[config.mk]
export PLATFORM = sky130hd
export DESIGN_NAME = fifo_pop_serializer
export DESIGN_NICKNAME = d
export VERILOG_FILES = /design/src/rtl/fifo_pop_serializer_pkg.sv /design/src/rtl/fifo_pop_serializer.sv
export SDC_FILE = /design/constraint.sdc
export NUM_CORES = 1
export LEC_CHECK = 0
export CAP_MARGIN = 20
export CORE_MARGIN = 2
export CORE_UTILIZATION = 44
export CTS_CLUSTER_DIAMETER = 120
export DETAILED_ROUTE_END_ITERATION = 8
export GPL_ROUTABILITY_DRIVEN = 0
export PLACE_DENSITY = 0.77
export SYNTH_ARGS = -nofsm -noshare
export SYNTH_HDL_FRONTEND = slang
export SYNTH_SLANG_ARGS = --single-unit
[constraint.sdc]
create_clock -name clk_i -period 2.2 [get_ports clk_i]
set_input_delay 0.55 -clock clk_i [delete_from_list [all_inputs] [get_ports clk_i]]
set_output_delay 0.55 -clock clk_i [all_outputs]
set_load 0.01 [all_outputs]
[src/rtl/fifo_pop_serializer_pkg.sv]
// Shared typedefs and helpers for the FIFO pop-side serializer.
// The state enum is kept here so checkers and wrappers can decode busy/state consistently.
package fifo_pop_serializer_pkg;

   typedef enum logic {
      IDLE = 1'b0,
      SEND = 1'b1
   } ser_state_e;

   // Beat counter width; a single-beat word still gets a 1-bit (constant zero) counter.
   function automatic int unsigned cnt_width(input int unsigned ratio);
      return (ratio > 1) ? $clog2(ratio) : 1;
   endfunction

endpackage

[src/rtl/fifo_pop_serializer.sv]
// Pops one wide word at a time from a fifo_v3 drain port and streams it out as RATIO
// narrower valid/ready beats, marking the final slice of each word with last_o.
module fifo_pop_serializer
   import fifo_pop_serializer_pkg::*;
#(
   parameter int unsigned IN_WIDTH  = 32,
   parameter int unsigned RATIO     = 4,
   parameter bit          MSB_FIRST = 1'b0
) (
   input  logic                      clk_i,
   input  logic                      rst_ni,
   input  logic                      clr_i,
   input  logic                      fifo_empty_i,
   output logic                      fifo_pop_o,
   input  logic [IN_WIDTH-1:0]       fifo_data_i,
   output logic                      valid_o,
   input  logic                      ready_i,
   output logic [IN_WIDTH/RATIO-1:0] data_o,
   output logic                      last_o,
   output logic                      busy_o
);

   localparam int unsigned OUT_WIDTH = IN_WIDTH / RATIO;
   localparam int unsigned CntWidth  = cnt_width(RATIO);
   localparam logic [CntWidth-1:0] LastCnt = CntWidth'(RATIO - 1);
   localparam logic [CntWidth-1:0] CntOne  = CntWidth'(1);

   if (RATIO < 1) begin : g_bad_ratio
      $error("fifo_pop_serializer: RATIO must be at least 1");
   end
   if ((RATIO >= 1) && ((IN_WIDTH % RATIO) != 0)) begin : g_bad_width
      $error("fifo_pop_serializer: IN_WIDTH must be a multiple of RATIO");
   end

   ser_state_e                      state_q;
   logic [IN_WIDTH-1:0]             word_q;
   logic [CntWidth-1:0]             cnt_q;
   logic [RATIO-1:0][OUT_WIDTH-1:0] slices;
   logic [CntWidth-1:0]             sel;
   logic                            in_send;
   logic                            is_last;
   logic                            handshake;

   assign in_send   = (state_q == SEND);
   assign is_last   = (cnt_q == LastCnt);
   assign handshake = in_send & ready_i;

   // Pop only when nothing is held, or when the held word's final beat leaves this cycle.
   assign fifo_pop_o = rst_ni & ~clr_i & ~fifo_empty_i & (~in_send | (handshake & is_last));

   assign slices = word_q;
   assign sel    = MSB_FIRST ? (LastCnt - cnt_q) : cnt_q;

   // All stream outputs derive from flops only, so ready_i never reaches them.
   assign valid_o = in_send;
   assign busy_o  = in_send;
   assign last_o  = in_send & is_last;
   assign data_o  = in_send ? slices[sel] : '0;

   always_ff @(posedge clk_i) begin
      if (!rst_ni) begin
         state_q <= IDLE;
         word_q  <= '0;
         cnt_q   <= '0;
      end else if (clr_i) begin
         state_q <= IDLE;
         word_q  <= '0;
         cnt_q   <= '0;
      end else if (fifo_pop_o) begin
         state_q <= SEND;
         word_q  <= fifo_data_i;
         cnt_q   <= '0;
      end else if (handshake) begin
         if (is_last) begin
            state_q <= IDLE;
            cnt_q   <= '0;
         end else begin
            cnt_q <= cnt_q + CntOne;
         end
      end
   end

endmodule

Word level (Yosys, flattened, before mapping)

Cells that the tools add are included.

Flip-flop bits (word level): 35
Latch bits: 0
Memory bits (writable): 0
Bits in read-only memories: 0
Output and inout port bits: 12
Memories: 0

Add/subtract/negate cells: 1
Multiply operators: 0
Divide/modulo/power cells: 0
Magnitude comparators: 1
Eq/ne operators: 1
Shift operators: 0
Multiplexer cells: 7
Bitwise logic cells: 11
Reductions and logical operators: 5

Operator list:

| kind                                               | number |
|---|---|
| binary-select mux 8 bit (select 2 bit)             | 1 |
| two-way mux 8 bit                                  | 2 |
| AND 1 bit                                          | 6 |
| inverter 1 bit                                     | 4 |
| nonzero test 2 bit                                 | 2 |
| < comparator 2 x 3 -> 1 bit, second input constant | 1 |
| two-way mux 1 bit                                  | 3 |
| OR reduction 3 bit                                 | 1 |
| adder 2 x 1 -> 2 bit, second input constant        | 1 |
| == test 2 bit, second input constant               | 1 |
| two-way mux 2 bit                                  | 1 |
| AND reduction 2 bit                                | 1 |
| OR reduction 2 bit                                 | 1 |
| bitwise OR 1 bit                                   | 1 |

Depth between registers and ports, before layout

Depth in word-level cells: 6
Gate-level depth with buffers: 5
Gate-level depth less buffers: 4

Worst setup path after synthesis

No wires, ideal clock.

Kind: input -> output
Start point: input clr_i
End point: output fifo_pop_o
Arrival time: 1.261 ns
Required time: 1.650 ns
Path slack: 0.389 ns
Stages: 3
Path buffers: 1
Cell sequence: nand2b_1 nor3b_4 buf_6

Longest elaborated chain between the ends: 4

RTL lines:

| item                   | line                      | source |
|---|---|---|
| start: declaration     | fifo_pop_serializer.sv:12 | `input logic clr_i,` |
| inverter 1 bit         | fifo_pop_serializer.sv:49 | `assign fifo_pop_o = rst_ni & ~clr_i & ~fifo_empty_i & (~in_send \| (handshake & is_last));` |
| AND 1 bit (3 in a row) | fifo_pop_serializer.sv:49 |  |
| end: declaration       | fifo_pop_serializer.sv:14 | `output logic fifo_pop_o,` |

No other way between the ends.

Final worst setup path

Start point: register cnt_q[0]
End point: output data_o[5]

Longest elaborated chain between the ends: 3

RTL lines:

| item                                    | line                      | source |
|---|---|---|
| start: declaration                      | fifo_pop_serializer.sv:37 | `logic [CntWidth-1:0] cnt_q;` |
| start signal: assignment                | fifo_pop_serializer.sv:78 | `cnt_q <= cnt_q + CntOne;` |
| binary-select mux 8 bit (select 2 bit)  | fifo_pop_serializer.sv:58 | `assign data_o = in_send ? slices[sel] : '0;` |
| two-way mux 8 bit (not written as such) | fifo_pop_serializer.sv:58 |  |
| two-way mux 8 bit                       | fifo_pop_serializer.sv:58 |  |
| end: declaration                        | fifo_pop_serializer.sv:18 | `output logic [IN_WIDTH/RATIO-1:0] data_o,` |

No other way between the ends. The select of a mux whose other input is x is not followed.

==> key figures <==
Setup path
  – Critical Path, Cell by Cell: buf_6, mux4_2, and2_1, buf_2
  – CP max stage delay: 490 ps
  – CP Class: flip-flop to output pin
  – CP arrival: 1600 ps
  – Critical Path Fanout Max: 7
  – Data required, critical path: 1650 ps
  – Critical Path End Type: output pin
  – Slowest-stage cell, CP: mux4_2
  – Startpoint Class: flip-flop

GRT
  – Largest net degree at the start of global routing: 35
  – Overall global routing resource usage: 19.14%
  – First-pass GRT wire length: 5002 um
  – Antenna violations before repair: 0
  – Routing usage on met3: 5.757%
  – GR Layer Usage met2: 31.80%
  – Top Usage Layer GRT: met2
  – Met1 GRT Util: 22.68%
  – GRT overflow: 0
  – Vias in the first global route: 1148

Timing
  – Final Slew Violations: 0
  – Post-route setup slack: 45.83 ps
  – Fin. Hold Viols: 0
  – Max Fclk: 464.2 MHz
  – Slew HR: 78.01%
  – Setup violations, final: 0
  – Final Hold Slack: 477.2 ps
  – RSZ-0062 raised after global routing: yes
  – Final Cycle Share: 97.92%
  – Worst-margin pin slew: 329.8 ps
  – Tmin final: 2154 ps
  – Setup Skew: 8.992 ps

Cells and area
  – Commonest non-fill, non-tap cell in the layout: clkdlybuf4s50_1
  – Area delta synth->final: 45.94%
  – Fillers: 252
  – Diode count: 0
  – Layout cells sized above 1: 33.53%
  – Nets: 204
  – Most frequent cells in the layout: clkdlybuf4s50_1, dfxtp_1, a22o_1

Route
  – Violation count after the first detailed-route iteration: 31
  – Vias per inst: 5.204
  – Drt wl/cell: 14.80 um
  – DRT antenna net count: 0
  – Via count: 1098
  – DRC Markers: 0
  – Final WL: 3122 um
  – Drt pass-1 iters: 4

Clock network
  – CTS Hold Bufs: 0
  – CTS Buf Count: 5
  – CTS tree: yes
  – Root buf cell: clkbuf_4
  – CTS sink count: 35
  – Clk buf depth: 2
  – Worst-path clk slew: 100 ps
  – Clk_lat worst skew: 340 ps
  – H-tree depth reported by CTS: 2

Min path
  – Hold WC Path Type: flip-flop to flip-flop

Synthesis
  – Post-synth net total: 146
  – Cells after synthesis: 108
  – Synth top area share: 49.38%
  – Synthesized area per cell: 13.14 um2
  – Flop and latch count out of synthesis: 35
  – Part of the Yosys area used for sequential elements: 49.38%
  – Synthesis Warnings: 0
  – Top post-synthesis cells by area: dfxtp_1, a22o_1, mux4_2, a22o_2, and2_1
  – Mapped Area: 1419 um2
  – Post-synth cell types: 22
  – Area leader, netlist: dfxtp_1

Die
  – Io pins: 49
  – Chip width: 60.79 um
  – Core outline area: 3053 um2
  – Die Y: 60.79 um
  – # rows: 20
  – Die area: 3695 um2
  – Initial Utilization: 46.48%

Placed design
  – Pre-CTS WS: -317.2 ps
  – Post-DP HPWL: 2137 um
  – Buffers on Ports: 48

Power
  – Internal Power: 1021 uW
  – Clock Power Share: 37.2%
  – Sw frac: 20.72%
  – Comb pwr share: 11.2%
  – Pwr dens: 622.0 nW/um2
  – Leak: 0.0008395 uW
  – Peak VDD IR: 0.0003730 V
  – Sw power: 266.8 uW
  – Design Power: 1288 uW
  – Flop pwr share: 51.6%

Outcome
  – Status: complete, no violations

Flow run
  – Max_cap viols: 0
## worst max-delay path: cells and delay by family (launching register included)
kind | cells | cell delay [ps]
multiplexers | 1 | 490
flip-flops | 1 | 360
buffers and inverters | 2 | 270
AND/OR/NAND/NOR | 1 | 150
## stage by stage
step                      area [um2]  std cells  TNS [ps]  utilization (%)
final                           2071        211         0            67.83
after global routing            2071        211    -58.39            67.83
after CTS                       2043        210         0            66.93
after detailed placement        1969        200    -317.2            64.51
after global placement          1969        200    -258.8            64.51
after floorplan                 1419        108         0                -
## synthesized netlist by cell type (all sizes together)
master / instances
a21bo: 1
nor2: 1
nand2: 2
a21oi: 2
mux2i: 1
nand3: 1
nor3b: 1
a22o: 32
ha: 1
mux4: 8
clkbuf: 1
nand2b: 1
dfxtp: 35
nor2b: 1
inv: 1
and2: 9
buf: 9
a21boi: 1
## cells by family (layout without fill, tap and decap cells)
family                     after synthesis  count (layout)  share of synthesized area (%)
adders and majority gates                1               1                         0.8817
DFF                                     35              35                          49.38
buffers and inverters                   11              70                          5.378
and+or+nand+nor                         16              16                          7.319
muxes                                    9               9                          13.40
AOI/OAI and AO/OA                       36              36                          23.63
## power groups by stage
| stage | Combinational [uW] | Sequential, uW | Clock, uW |
|---|---|---|---|
| floorplan | 58.6 | 676 | 0 |
| global placement | 141 | 678 | 0 |
| detailed placement | 145 | 678 | 0 |
| CTS | 145 | 664 | 493 |
| global route | 155 | 667 | 516 |
| finish | 145 | 664 | 479 |
## layer usage
layer	vias up	share of wire, %
li1	529	-
met1	524	44
met2	37	49
met3	8	5.4
met4	0	1.8
met5	-	0
## worst paths after layout
check	start	to	slack (ps)	depth (start not counted)
max reg2reg	cnt_q[1]	slices[27]	520	6
min	slices[9]	slices[9]	480	1
max	cnt_q[0]	data_o[5]	50	4
min reg2reg	slices[9]	slices[9]	480	1
## sequential cells by signal, summed over array words and instances, names as in the netlist
register and count:
busy_o 1, cnt_q 2, slices 32
## timing repair
action                     in CTS  in global routing
setup endpoints to repair      10                  5
buffers inserted                2                  1
resized for setup              44                  5
pin swaps                       0                  5
## layout make-up
| cell class | instances | area, um2 | share of cell area (%) |
|---|---|---|---|
| Clock buffer | 6 | 51.30 | 2.477 |
| Clock inverter | 2 | 35.03 | 1.692 |
| Inverter | 1 | 3.754 | 0.1813 |
| Multi-Input combinational cell | 62 | 654.4 | 31.60 |
| Sequential cell | 35 | 703.2 | 33.96 |
| Tap cell | 44 | 55.05 | 2.659 |
| Timing Repair Buffer | 61 | 568.0 | 27.43 |
No activity file was read; power rests on OpenSTA's default activity.
